`config.mk`:
```
export PLATFORM = sky130hd
export DESIGN_NAME = median_scheduler
export DESIGN_NICKNAME = d
export VERILOG_FILES = /design/src/rtl/median_sched_pkg.sv /design/src/rtl/median_rr_arb.sv /design/src/rtl/median_scheduler.sv
export SDC_FILE = /design/constraint.sdc
export NUM_CORES = 1
export LEC_CHECK = 0
export ABC_CLOCK_PERIOD_IN_PS = 2260
export BUFFER_PORTS_ARGS = -buffer_cell sky130_fd_sc_hd__buf_2
export CORE_ASPECT_RATIO = 1.25
export CORE_MARGIN = 2
export CORE_UTILIZATION = 56
export DETAILED_ROUTE_END_ITERATION = 7
export GPL_TIMING_DRIVEN = 0
export PLACE_DENSITY = 0.82
export SYNTH_ARGS = -nofsm -noshare
export SYNTH_HDL_FRONTEND = slang
export SYNTH_HIERARCHICAL = 1
export SYNTH_SLANG_ARGS = --single-unit
```
`constraint.sdc`:
```
create_clock -name CLK -period 2.26 [get_ports CLK]
set_input_delay 0 -clock CLK [delete_from_list [all_inputs] [get_ports CLK]]
set_output_delay 0 -clock CLK [all_outputs]
set_load 0.1 [all_outputs]
```
`src/rtl/median_sched_pkg.sv`:
```
// rtl/median_sched_pkg.sv - shared types and constants for the median engine scheduler
package median_sched_pkg;

    typedef enum logic [1:0] {
        IDLE  = 2'd0,
        LOAD  = 2'd1,
        BURST = 2'd2,
        WAIT  = 2'd3
    } state_t;

    localparam int NPIX  = 9;
    localparam int CNT_W = 4;

endpackage

```
`src/rtl/median_rr_arb.sv`:
```
// rtl/median_rr_arb.sv - 2-way round-robin arbiter with last-served pointer
module median_rr_arb (
    input  logic       clk,
    input  logic       rst,
    input  logic [1:0] req,
    input  logic       update,
    input  logic       served,
    output logic [1:0] grant
);

    // last served requester; 1 after reset so requester 0 wins the first tie
    logic last;

    // remember who was served once a transaction finishes (success or abort)
    always_ff @(posedge clk or posedge rst) begin
        if (rst) begin
            last <= 1'b1;
        end else if (update) begin
            last <= served;
        end
    end

    // one-hot grant: on a tie the requester not served last wins
    always_comb begin
        grant = 2'b00;
        if (req[0] && req[1]) begin
            grant = last ? 2'b01 : 2'b10;
        end else if (req[0]) begin
            grant = 2'b01;
        end else if (req[1]) begin
            grant = 2'b10;
        end
    end

endmodule

```
`src/rtl/median_scheduler.sv`:
```
// rtl/median_scheduler.sv - shares one MEDIAN engine between two requesters; MEDIAN_SCHED_TIMEOUT_EN enables WAIT abort
module median_scheduler
    import median_sched_pkg::*;
#(
    parameter int SIZE    = 8,
    parameter int TIMEOUT = 100
) (
    input  logic            CLK,
    input  logic            RST,
    input  logic            REQ0,
    input  logic            REQ1,
    output logic            GNT0,
    output logic            GNT1,
    input  logic [SIZE-1:0] PIX0,
    input  logic [SIZE-1:0] PIX1,
    input  logic            PV0,
    input  logic            PV1,
    output logic [SIZE-1:0] RES,
    output logic            DONE0,
    output logic            DONE1,
    output logic            ERR0,
    output logic            ERR1,
    output logic [SIZE-1:0] MED_DI,
    output logic            MED_DSI,
    input  logic [SIZE-1:0] MED_DO,
    input  logic            MED_DSO
);

    state_t           state;
    logic [CNT_W-1:0] cnt;
    logic             served;
    logic [SIZE-1:0]  buffer [NPIX];
    logic [1:0]       grant;
    logic             accept;
    logic [SIZE-1:0]  pix_in;
    logic             abort;
    logic             update;

    assign accept = (GNT0 & PV0) | (GNT1 & PV1);
    assign pix_in = GNT1 ? PIX1 : PIX0;

`ifdef MEDIAN_SCHED_TIMEOUT_EN
    localparam int TW = $clog2(TIMEOUT + 1);
    logic [TW-1:0] wcnt;

    assign abort = (state == WAIT) && !MED_DSO && (wcnt == TW'(TIMEOUT - 1));

    // WAIT cycle counter, cleared on every entry into WAIT
    always_ff @(posedge CLK or posedge RST) begin
        if (RST) begin
            wcnt <= '0;
        end else if (state != WAIT) begin
            wcnt <= '0;
        end else begin
            wcnt <= wcnt + 1'b1;
        end
    end
`else
    localparam int unused_timeout = TIMEOUT;

    assign abort = 1'b0;
`endif

    assign update = (state == WAIT) && (MED_DSO || abort);

    median_rr_arb u_arb (
        .clk    (CLK),
        .rst    (RST),
        .req    ({REQ1, REQ0}),
        .update (update),
        .served (served),
        .grant  (grant)
    );

    // pixel buffer; contents are meaningless until a full LOAD completes
    always_ff @(posedge CLK) begin
        if (state == LOAD && accept) begin
            buffer[cnt] <= pix_in;
        end
    end

    // scheduler FSM with registered grant, engine and result outputs
    always_ff @(posedge CLK or posedge RST) begin
        if (RST) begin
            state   <= IDLE;
            cnt     <= '0;
            served  <= 1'b0;
            GNT0    <= 1'b0;
            GNT1    <= 1'b0;
            RES     <= '0;
            DONE0   <= 1'b0;
            DONE1   <= 1'b0;
            ERR0    <= 1'b0;
            ERR1    <= 1'b0;
            MED_DI  <= '0;
            MED_DSI <= 1'b0;
        end else begin
            DONE0 <= 1'b0;
            DONE1 <= 1'b0;
            ERR0  <= 1'b0;
            ERR1  <= 1'b0;
            case (state)
                IDLE: begin
                    if (grant != 2'b00) begin
                        GNT0   <= grant[0];
                        GNT1   <= grant[1];
                        served <= grant[1];
                        cnt    <= '0;
                        state  <= LOAD;
                    end
                end
                LOAD: begin
                    if (accept) begin
                        if (cnt == CNT_W'(NPIX - 1)) begin
                            // last pixel: drop grant and present buffer[0] on the first BURST cycle
                            GNT0    <= 1'b0;
                            GNT1    <= 1'b0;
                            MED_DSI <= 1'b1;
                            MED_DI  <= buffer[0];
                            cnt     <= CNT_W'(1);
                            state   <= BURST;
                        end else begin
                            cnt <= cnt + 1'b1;
                        end
                    end
                end
                BURST: begin
                    if (cnt == CNT_W'(NPIX)) begin
                        MED_DSI <= 1'b0;
                        MED_DI  <= '0;
                        cnt     <= '0;
                        state   <= WAIT;
                    end else begin
                        MED_DI <= buffer[cnt];
                        cnt    <= cnt + 1'b1;
                    end
                end
                WAIT: begin
                    if (MED_DSO) begin
                        RES   <= MED_DO;
                        DONE0 <= ~served;
                        DONE1 <= served;
                        state <= IDLE;
                    end else if (abort) begin
                        ERR0  <= ~served;
                        ERR1  <= served;
                        state <= IDLE;
                    end
                end
                default: state <= IDLE;
            endcase
        end
    end

endmodule
```
==> results of run 1 <==
==> state kept, by name (all words and copies together) (netlist names) <==
signal / flops
DONE0: 1
DONE1: 1
GNT0: 1
GNT1: 1
MED_DI: 8
MED_DSI: 1
RES: 8
buffer: 72
cnt: 4
served: 1
state: 2
u_arb/last: 1
==> final timing paths <==
path / start / end / slack [ns] / cells after the start
worst max-delay path: cnt[1] / MED_DI[1] / 0.05 / 9
worst min-delay path: REQ1 / served / 0.03 / 4
max in group asynchronous: RST / GNT1 / 1.08 / 3
worst max register to register: cnt[1] / MED_DI[1] / 0.05 / 9
worst min register to register: served / DONE0 / 0.49 / 1
min in group asynchronous: RST / u_arb/last / 0.18 / 3
==> layer usage <==
| layer | track usage | up-vias | share of wire |
|---|---|---|---|
| li1 | - | 1296 | - |
| met5 | 0 | - | 0 |
| met4 | 0.0760 | 0 | 0.020 |
| met1 | 0.266 | 1392 | 0.41 |
| met3 | 0.0460 | 18 | 0.055 |
| met2 | 0.365 | 105 | 0.51 |
==> power groups by stage <==
stage	Sequential, µW	Clock, µW	Combinational [µW]
floorplan	2030	0	42.8
global placement	2030	0	76.2
detailed placement	2030	0	80.3
CTS	1980	1400	94.0
global route	1980	1480	104
finish	1980	1400	93.6
==> through the flow <==
stage | instances | total power (µW)
after floorplan | 296 | 2070
after global placement | 442 | 2100
after detailed placement | 442 | 2110
after CTS | 469 | 3480
after global routing | 471 | 3560
final | 471 | 3480
==> what timing repair did <==
item                                    4_1_cts  5_1_grt
hold endpoints to repair                     38        0
endpoints found under the setup margin       32       24
pin swaps                                     2        3
hold buffers                                 10        0
resized for setup                             3        6
buffers inserted                              1        2
==> layout make-up <==
type / count / area (µm²)
Buffer: 16 / 114
Clock buffer: 9 / 124
Clock inverter: 7 / 133
Fill cell: 513 / 2480
Inverter: 13 / 48.8
Multi-Input combinational cell: 166 / 1480
Sequential cell: 101 / 2890
Tap cell: 95 / 119
Timing Repair Buffer: 64 / 403
==> cell usage after synthesis (2+ instances only) <==
| cell type | count | share of area |
|---|---|---|
| buf_6 | 2 | 0.0050 |
| o211ai_1 | 4 | 0.0067 |
| dfrtp_1 | 28 | 0.16 |
| ha_1 | 9 | 0.025 |
| nor2_1 | 13 | 0.011 |
| mux2_2 | 18 | 0.045 |
| and3_1 | 7 | 0.0097 |
| nand3b_1 | 2 | 0.0033 |
| o221ai_1 | 3 | 0.0059 |
| o21ai_0 | 3 | 0.0033 |
| nand2_1 | 11 | 0.0092 |
| o311ai_1 | 2 | 0.0039 |
| o21ai_1 | 6 | 0.0067 |
| clkbuf_1 | 3 | 0.0025 |
| edfxtp_1 | 72 | 0.48 |
| a31oi_1 | 7 | 0.0097 |
| mux2i_1 | 13 | 0.029 |
| nand3_1 | 4 | 0.0045 |
| inv_1 | 13 | 0.011 |
| nor2b_1 | 4 | 0.0056 |
| a21oi_1 | 3 | 0.0033 |
| buf_2 | 8 | 0.0089 |
| mux4_2 | 4 | 0.020 |
| a22o_1 | 11 | 0.021 |
| o22ai_1 | 8 | 0.011 |
| mux4_1 | 6 | 0.035 |
| buf_4 | 2 | 0.0033 |
| nand2b_1 | 6 | 0.0084 |
==> kinds of logic (layout without fill, tap and decap cells) <==
family / after synthesis / in the layout / synth area share
buffers and inverters: 29 / 109 / 0.0351
DFF: 101 / 101 / 0.643
adders and majority gates: 9 / 9 / 0.0251
and+or+nand+nor: 56 / 56 / 0.0671
muxes: 42 / 42 / 0.132
AOI/OAI and AO/OA: 57 / 57 / 0.0969
other: 1 / 2 / 0.000835
==> critical path, delay by kind of cell (launching register included) <==
| family | cells | cell delay, ns |
|---|---|---|
| buffers and inverters | 4 | 0.75 |
| adders and majority gates | 1 | 0.25 |
| and+or+nand+nor | 2 | 0.29 |
| DFF | 1 | 0.41 |
| AOI/OAI and AO/OA | 2 | 0.43 |
==> flow_summary_export.csv, run 1 <==
group,metric,value,unit
timing,period_needed,2.21,ns
floorplanning,fp.coreArea,0.00779,mm²
global_routing,track_usage,0.213,
clock_tree,clk_path_buf_depth,2,
clock_tree,path_clk_slew,0.10,ns
final_layout,area_delta_synth_final,18.2,%
final_layout,n_antenna_cell,0,
final_layout,final_cell_mix,"72 x edfxtp_1, 57 x buf_2, 26 x dfrtp_1",
setup_path,path_cells,"buf_2, buf_4, inv_1, ha_2, and4b_1, a22o_1, clkbuf_4, nor2_1, a31oi_1",
power_and_ir_drop,p_leak,0.00214,µW
setup_path,critical_path_class,"flop to flop",
timing,fmax,453,MHz
yosys,synthFlopType,"edfxtp_1",
run,cap_violations,0,
setup_path,start_kind,"flop",
drt,wl_per_cell,19.5,µm
timing,slew_headroom,0.268,
timing,holdWs,0.0313,ns
final_layout,drive_above_1_share,0.311,
power_and_ir_drop,combPwrFrac,0.027,
yosys,yosysSeqAreaShare,0.643,
timing,clock_skew,0.0121,ns
drt,vias_per_cell,5.97,
clock_tree,cts_tree,"yes",
setup_path,crit_required,2.55,ns
power_and_ir_drop,seqPwrFrac,0.571,
floorplanning,initial_core_util,0.576,
final_layout,nets,411,
global_routing,grt_pass1_wl,14200,µm
power_and_ir_drop,p_per_area,654,mW/mm²
timing,tns,0,ns
yosys,yosys_warnings,6,
power_and_ir_drop,clockPowerShare,0.402,
timing,drv_slew,0,
timing,finalSetupViolations,0,
setup_path,end_kind,"flop",
place,portBuffers,51,
power_and_ir_drop,switching_share,0.201,
timing,fin_ws,0.0538,ns
floorplanning,io_pins,54,
clock_tree,insertion_delay,0.37,ns
final_layout,utilization,0.681,
yosys,netlist_instances,295,
place,place_ws,-0.479,ns
global_routing,antenna_found_initial,0,
drt,drt_first_pass_iters,4,
global_routing,grt_overflow,0,
worst_hold_path,hold_path.class,"input pin to flop",
setup_path,crit_fanout,10,
clock_tree,root_buffer,"clkbuf_8",
yosys,syn_area,0.00449,mm²
setup_path,cp_slowest_cell,"dfrtp_1",
final_layout,final_cell_area,0.00531,mm²
timing,worst_slew_pin_slew,1.10,ns
drt,drtAntennaViolNets,0,
timing,min_period_over_period,0.976,
place,hpwl,6110,µm
yosys,syn_avg_cell_area,15.2,µm²
floorplanning,die-area,0.00876,mm²
clock_tree,cts_buffers,9,
global_routing,grt_max_degree,29,
yosys,synth-seq-cells,101,
drt,vias,2811,
place,place_area,0.00487,mm²
yosys,async_reset_ff_frac,0.287,
clock_tree,cts_sinks,101,
yosys,synth_cell_types,51,
final_layout,final_common_cell,"edfxtp_1",
drt,drt_iter0_markers,254,
timing,hold_viol_final,0,
setup_path,critPathMaxStageDelay,0.41,ns
timing,rsz0062_at_grt,"true",
drt,wl,9200,µm
yosys,synth_edf_count,72,
global_routing,grt_pass1_vias,2812,
power_and_ir_drop,cell_internal_pwr,2780,µW
floorplanning,die_w,84.1,µm
setup_path,worstPathArrival,2.49,ns
power_and_ir_drop,power.switching,700,µW
place,gp_congestion,0.874,
clock_tree,htreeDepth,3,
floorplanning,num_rows,36,
drt,drc,0,
status,status,"finished, final reports clean",
power_and_ir_drop,peakVddDrop,890,µV
floorplanning,die_h,104,µm
Note: power is estimated with default switching activity, not from simulation.
==> run 2: changes to the inputs <==
- SYNTH_HIERARCHICAL: 1 -> default
==> run 2 against run 1 <==
  * Maximum frequency grew 0.98%
  * Clock skew rose by 0.0050 ns
  * Synthesized area is 2.4% lower
  * Total power rose by 100%
  * Critical path depth stayed put
  * Cell count shrank 1.7%
  * Clock power down 20%
  * Combinational power grew to 36 times the previous value
  * Worst hold slack better by 0.013 ns
  * Synthesized cell count down 4.4%
  * Cell area fell by 2.3%
==> flow_summary_export.csv, run 2 <==
group,metric,value,unit
status,status,"finished, final reports clean",
power_and_ir_drop,switching_share,0.453,
drt,drtAntennaViolNets,0,
timing,period_needed,2.18,ns
floorplanning,io_pins,54,
timing,slew_headroom,0.277,
place,gp_congestion,0.822,
setup_path,critPathMostFrequentCell,"buf_6",
global_routing,grt_max_degree,30,
final_layout,regMostFlops,"buffer",
yosys,async_reset_ff_frac,0.287,
yosys,syn_avg_cell_area,15.6,µm²
yosys,synth_top_cell_by_area,"edfxtp_1",
clock_tree,path_clk_slew,0.10,ns
final_layout,multi_input_area,0.00141,mm²
drt,drc,0,
global_routing,track_usage,0.223,
place,dp.cells,429,
setup_path,reg2reg_slack,0.08,ns
yosys,synth_edf_count,72,
clock_tree,clk_path_buf_depth,2,
yosys,syn_area,0.00439,mm²
setup_path,path_cells,"buf_6, buf_12, inv_1, ha_2, and3b_2, a31oi_4, buf_6, buf_4, a221o_1",
clock_tree,htreeDepth,3,
floorplanning,initial_core_util,0.569,
drt,vias,2776,
final_layout,nFillCells,510,
clock_tree,cts_buffers,9,
timing,clock_skew,0.0170,ns
clock_tree,root_buffer,"clkbuf_8",
timing,min_period_over_period,0.967,
final_layout,regArea,0.00289,mm²
yosys,synth-seq-cells,101,
yosys,netlist_instances,282,
drt,top_layer_used,"met4",
global_routing,grt_pass1_vias,2768,
power_and_ir_drop,p_leak,0.00200,µW
worst_hold_path,min_from,"PIX0[2]",
final_layout,area_delta_synth_final,18.3,%
setup_path,crit_required,2.53,ns
yosys,synth_most_common_cell,"edfxtp_1",
setup_path,end_kind,"flop",
timing,worst_slew_pin_slew,1.08,ns
global_routing,grt_overflow,0,
drt,vias_per_cell,6.00,
floorplanning,die-area,0.00856,mm²
drt,drt_iter0_markers,250,
power_and_ir_drop,seqPwrFrac,0.357,
place,hpwl,6020,µm
setup_path,cp_slowest_cell,"dfrtp_1",
setup_path,critPathMaxStageDelay,0.43,ns
floorplanning,die_w,83.2,µm
power_and_ir_drop,peakVddDrop,1030,µV
setup_path,r2r-end,"MED_DI[1]",
setup_path,crit_fanout,10,
run,cap_violations,0,
timing,holdWs,0.0441,ns
clock_tree,insertion_delay,0.38,ns
drt,wl_per_cell,20.0,µm
final_layout,final_cells,463,
final_layout,final_cell_mix,"72 x edfxtp_1, 53 x buf_2, 27 x dfrtp_1",
power_and_ir_drop,power.switching,3170,µW
drt,drt-met1-wl,3720,µm
final_layout,largest_reg_flops,72,
yosys,synthFlopType,"edfxtp_1",
power_and_ir_drop,cell_internal_pwr,3830,µW
setup_path,start_kind,"flop",
setup_path,worstPathArrival,2.46,ns
global_routing,grt_pass1_wl,14200,µm
setup_path,critical_path_class,"flop to flop",
setup_path,r2r_cells,9,
drt,wl_met3,681,µm
worst_hold_path,hold_depth,2,
final_layout,utilization,0.673,
timing,fmax,458,MHz
floorplanning,num_rows,36,
final_layout,final_common_cell,"edfxtp_1",
worst_hold_path,hold_path_end,"buffer[1][2]",
final_layout,drive_above_1_share,0.329,
setup_path,worstReg2RegStart,"cnt[0]",
worst_hold_path,hold_path.class,"input pin to flop",
timing,tns,0,ns
power_and_ir_drop,finalPower,7000,µW
yosys,synth_top_area_share,0.493,
floorplanning,fp.coreArea,0.00770,mm²
final_layout,nets,403,
clock_tree,cts_sinks,101,
yosys,yosys_warnings,0,
timing,drv_slew,0,
drt,drt_first_pass_iters,7,
timing,finalSetupViolations,0,
yosys,yosysSeqAreaShare,0.659,
power_and_ir_drop,combPwrFrac,0.483,
yosys,ys_top_cells_by_area,"edfxtp_1 49%, dfrtp_1 16%, mux2_2 4.1%, a221o_1 3.9%, mux2i_1 3.7%",
drt,wl,9260,µm
final_layout,biggestRegsByFlops,"buffer x72, MED_DI x8, RES x8",
place,portBuffers,51,
drt,wl_met2,4620,µm
power_and_ir_drop,p_per_area,1350,mW/mm²
final_layout,n_antenna_cell,0,
yosys,ys_top_cells_by_count,"72 x edfxtp_1, 28 x dfrtp_1, 17 x a221o_1",
timing,hold_viol_final,0,
global_routing,antenna_found_initial,0,
clock_tree,cts_tree,"yes",
yosys,synth_cell_types,44,
power_and_ir_drop,clockPowerShare,0.160,
floorplanning,die_h,103,µm
==> run 2: worst max path at each step <==
stage | start | endpoint | slack [ns]
floorplan | cnt[1] | MED_DI[0] | 0.02
global placement | cnt[1] | MED_DI[6] | -0.58
detailed placement | cnt[1] | MED_DI[5] | -0.68
CTS | cnt[0] | buffer[8][3] | 0.008
finish | cnt[0] | MED_DI[1] | 0.08
global route | state[1] | buffer[0][3] | -0.02
==> run 2: cell families (layout without fill, tap and decap cells) <==
| group | Yosys count | count (layout) | synth area share |
|---|---|---|---|
| DFF | 101 | 101 | 0.659 |
| and+or+nand+nor | 54 | 54 | 0.0690 |
| AOI/OAI and AO/OA | 49 | 49 | 0.0873 |
| muxes | 41 | 41 | 0.128 |
| buffers and inverters | 27 | 112 | 0.0302 |
| adders and majority gates | 9 | 9 | 0.0257 |
| other | 1 | 2 | 0.000855 |
==> run 2: metal layers <==
| metal | GRT usage | up-vias |
|---|---|---|
| li1 | - | 1261 |
| met1 | 0.273 | 1361 |
| met2 | 0.383 | 136 |
| met3 | 0.0520 | 18 |
| met4 | 0.0971 | 0 |
| met5 | 0 | - |
==> run 2: timing repair <==
| action | 4_1_cts | 5_1_grt |
|---|---|---|
| hold buffers | 12 | 0 |
| pin swaps | 1 | 1 |
| cloned | 0 | 0 |
| gates resized for setup | 12 | 11 |
| buffers inserted | 3 | 4 |
| hold endpoints to repair | 39 | 0 |
| endpoints found under the setup margin | 84 | 76 |
==> run 2: area by class of cell <==
type | instances | area share
buffer | 16 | 0.0205
clock inverter | 5 | 0.00772
multi-input combinational | 155 | 0.272
inverter | 10 | 0.00724
sequential | 101 | 0.557
timing repair buffer | 70 | 0.0832
tap | 95 | 0.0229
clock buffer | 11 | 0.0292
==> run 2: metrics by stage <==
step	worst slack (ns)	instance area (µm²)
finish	0.0752	5190
global route	-0.0239	5190
CTS	0.00812	5130
detailed placement	-0.678	4770
global placement	-0.580	4770
floorplan	0.0242	4400
==> run 2: power groups by stage <==
stage / registers [µW] / logic, µW / clock network, µW
floorplan: 3690 / 1380 / 0
global placement: 2520 / 3130 / 0
detailed placement: 2530 / 3190 / 0
CTS: 2490 / 3290 / 1110
global route: 2530 / 3560 / 1190
finish: 2500 / 3380 / 1120
==> run 2: critical path: cells and delay by family (launching register included) <==
kind                     cells  cell delay (ns)
AO/OA/AOI/OAI                2             0.48
adder cells (fa/ha/maj)      1             0.21
buffers and inverters        5             0.71
flip-flops                   1             0.43
AND/OR/NAND/NOR              1             0.24
==> run 3: changes to the inputs <==
- BUFFER_PORTS_ARGS: -buffer_cell sky130_fd_sc_hd__buf_2 -> default
- CTS_CLUSTER_SIZE: default -> 24
- DONT_BUFFER_PORTS: default -> 1
- PLACE_DENSITY: 0.82 -> 0.76
- SYNTH_HIERARCHICAL: default -> 1
==> run 3 against run 2 <==
  * Routed wire length decreased by 0.40%
  * Critical path depth fell by 1
  * Non-clock buffer count down 42
  * Maximum frequency increased by 0.33%
  * Cell area is 0.77% lower
  * Clock skew is 0.0065 ns lower
  * Sequential share of layout area rose by 0.58 points
  * Global-route usage is 0.54 points lower
  * Utilization is 1.3 points lower
  * First-iteration DRC count is 12% lower
  * Combinational power fell by 97%
  * Via count decreased by 2.4%
  * Largest power group is now registers
==> flow_summary_export.csv, run 3 (synthesis results as in run 1) <==
group,metric,value,unit
status,status,"finished, final reports clean",
drt,drt_first_pass_iters,5,
clock_tree,path_clk_slew,0.10,ns
power_and_ir_drop,power.switching,711,µW
final_layout,drive_above_1_share,0.203,
global_routing,antenna_found_initial,0,
drt,wl_per_cell,21.2,µm
place,portBuffers,0,
setup_path,crit_required,2.50,ns
power_and_ir_drop,finalPower,3150,µW
timing,tns,0,ns
global_routing,grt.busiest_layer,"met2",
timing,period_needed,2.18,ns
timing,min_period_over_period,0.964,
global_routing,gr-usage-met2,0.355,
timing,holdWs,0.000437,ns
global_routing,track_usage,0.217,
power_and_ir_drop,p_per_area,613,mW/mm²
final_layout,regMostFlops,"buffer",
power_and_ir_drop,combPwrFrac,0.028,
setup_path,crit_fanout,10,
drt,drt_iter0_markers,221,
place,gp_congestion,0.811,
power_and_ir_drop,p_leak,0.00193,µW
clock_tree,cts_buffers,9,
power_and_ir_drop,seqPwrFrac,0.629,
floorplanning,num_rows,36,
global_routing,grt_pass1_vias,2770,
setup_path,start_kind,"flop",
setup_path,critPathMaxStageDelay,0.41,ns
clock_tree,clk_path_buf_depth,2,
drt,drc,0,
clock_tree,cts_tree,"yes",
timing,clock_skew,0.0105,ns
final_layout,n_antenna_cell,0,
setup_path,reg2reg_slack,0.08,ns
clock_tree,root_buffer,"clkbuf_8",
power_and_ir_drop,switching_share,0.225,
clock_tree,htreeDepth,3,
timing,fmax,459,MHz
floorplanning,die-area,0.00876,mm²
global_routing,grt_pass1_wl,14300,µm
final_layout,final_cell_mix,"72 x edfxtp_1, 25 x dfrtp_1, 24 x dlygate4sd3_1",
final_layout,biggestRegsByFlops,"buffer x72, MED_DI x8, RES x8",
global_routing,grt_use_met3,0.0405,
floorplanning,die_w,84.1,µm
drt,wl,9220,µm
final_layout,largest_reg_flops,72,
floorplanning,initial_core_util,0.576,
timing,drv_slew,0,
clock_tree,cts_sinks,101,
timing,finalSetupViolations,0,
clock_tree,insertion_delay,0.38,ns
floorplanning,die_h,104,µm
drt,drtAntennaViolNets,0,
setup_path,cp_slowest_cell,"dfrtp_1",
floorplanning,io_pins,54,
worst_hold_path,hold_path.class,"input pin to flop",
setup_path,end_kind,"flop",
setup_path,worstPathArrival,2.41,ns
setup_path,path_cells,"buf_2, buf_6, inv_1, ha_2, nand4b_1, nor2_4, mux2i_1, o221ai_1",
final_layout,area_delta_synth_final,14.6,%
place,hpwl,5960,µm
timing,slew_headroom,0.259,
drt,vias_per_cell,6.23,
drt,vias,2710,
power_and_ir_drop,cell_internal_pwr,2440,µW
floorplanning,fp.coreArea,0.00779,mm²
setup_path,critical_path_class,"flop to flop",
global_routing,grt_overflow,0,
run,cap_violations,0,
final_layout,final_common_cell,"edfxtp_1",
power_and_ir_drop,peakVddDrop,570,µV
final_layout,nets,375,
power_and_ir_drop,clockPowerShare,0.343,
global_routing,use_met1,0.274,
timing,rsz0062_at_grt,"false",
timing,hold_viol_final,0,
timing,worst_slew_pin_slew,1.11,ns
global_routing,grt_max_degree,29,
## run 3: power groups by stage
stage | sequential [µW] | clock [µW] | combinational (µW)
final | 1980 | 1080 | 88.1
after global routing | 1980 | 1170 | 95.9
after CTS | 1980 | 1100 | 86.0
after detailed placement | 2030 | 0 | 55.0
after global placement | 2030 | 0 | 52.7
after floorplan | 2030 | 0 | 42.8
## run 3: timing repair
item	4_1_cts	5_1_grt
hold endpoints to repair	89	3
setup endpoints to repair	35	15
hold buffers	23	1
gates resized for setup	8	7
buffers inserted	2	2
pin swaps	2	2
## run 3: area by class of cell
class                      count  area [µm²]
buffer                        16         118
clock buffer                   9         124
clock inverter                 7        67.6
fill                         563        2650
inverter                      13        48.8
multi-input combinational    166        1490
sequential                   101        2900
tap                           95         119
timing repair buffer          28         283
## run 3: worst paths after layout
kind                          from      endpoint  depth (start not counted)
setup / recovery            cnt[1]     MED_DI[5]                          8
hold / removal             PIX1[5]  buffer[5][5]                          1
setup reg to reg            cnt[1]     MED_DI[5]                          8
hold reg to reg             served         DONE0                          1
max in group asynchronous      RST          GNT0                          2
min in group asynchronous      RST    u_arb/last                          2
## run 3: through the flow
| stage | cells | utilization | cell area, µm² | worst slack [ns] |
|---|---|---|---|---|
| 2_1_floorplan | 296 | - | 4500 | 0.00700 |
| 3_3_place_gp | 391 | 0.592 | 4620 | -0.575 |
| 3_5_place_dp | 391 | 0.592 | 4620 | -0.601 |
| 4_1_cts | 432 | 0.653 | 5080 | 0.0184 |
| 5_1_grt | 435 | 0.660 | 5150 | 0.00148 |
| 6_report | 435 | 0.660 | 5150 | 0.0824 |
## run 3: metal layers
layer	wire [µm]	vias to the layer above	part of all wire
li1	-	1219	-
met1	3650	1338	0.40
met2	4650	121	0.50
met3	589	32	0.064
met4	327	0	0.035
met5	0	-	0
## run 3: critical path: cells and delay by family, from the launching register on
kind,cells,cell delay (ns)
adder cells (fa/ha/maj),1,0.26
buffers and inverters,3,0.49
flip-flops,1,0.41
AO/OA/AOI/OAI,1,0.15
multiplexers,1,0.22
AND/OR/NAND/NOR,2,0.50
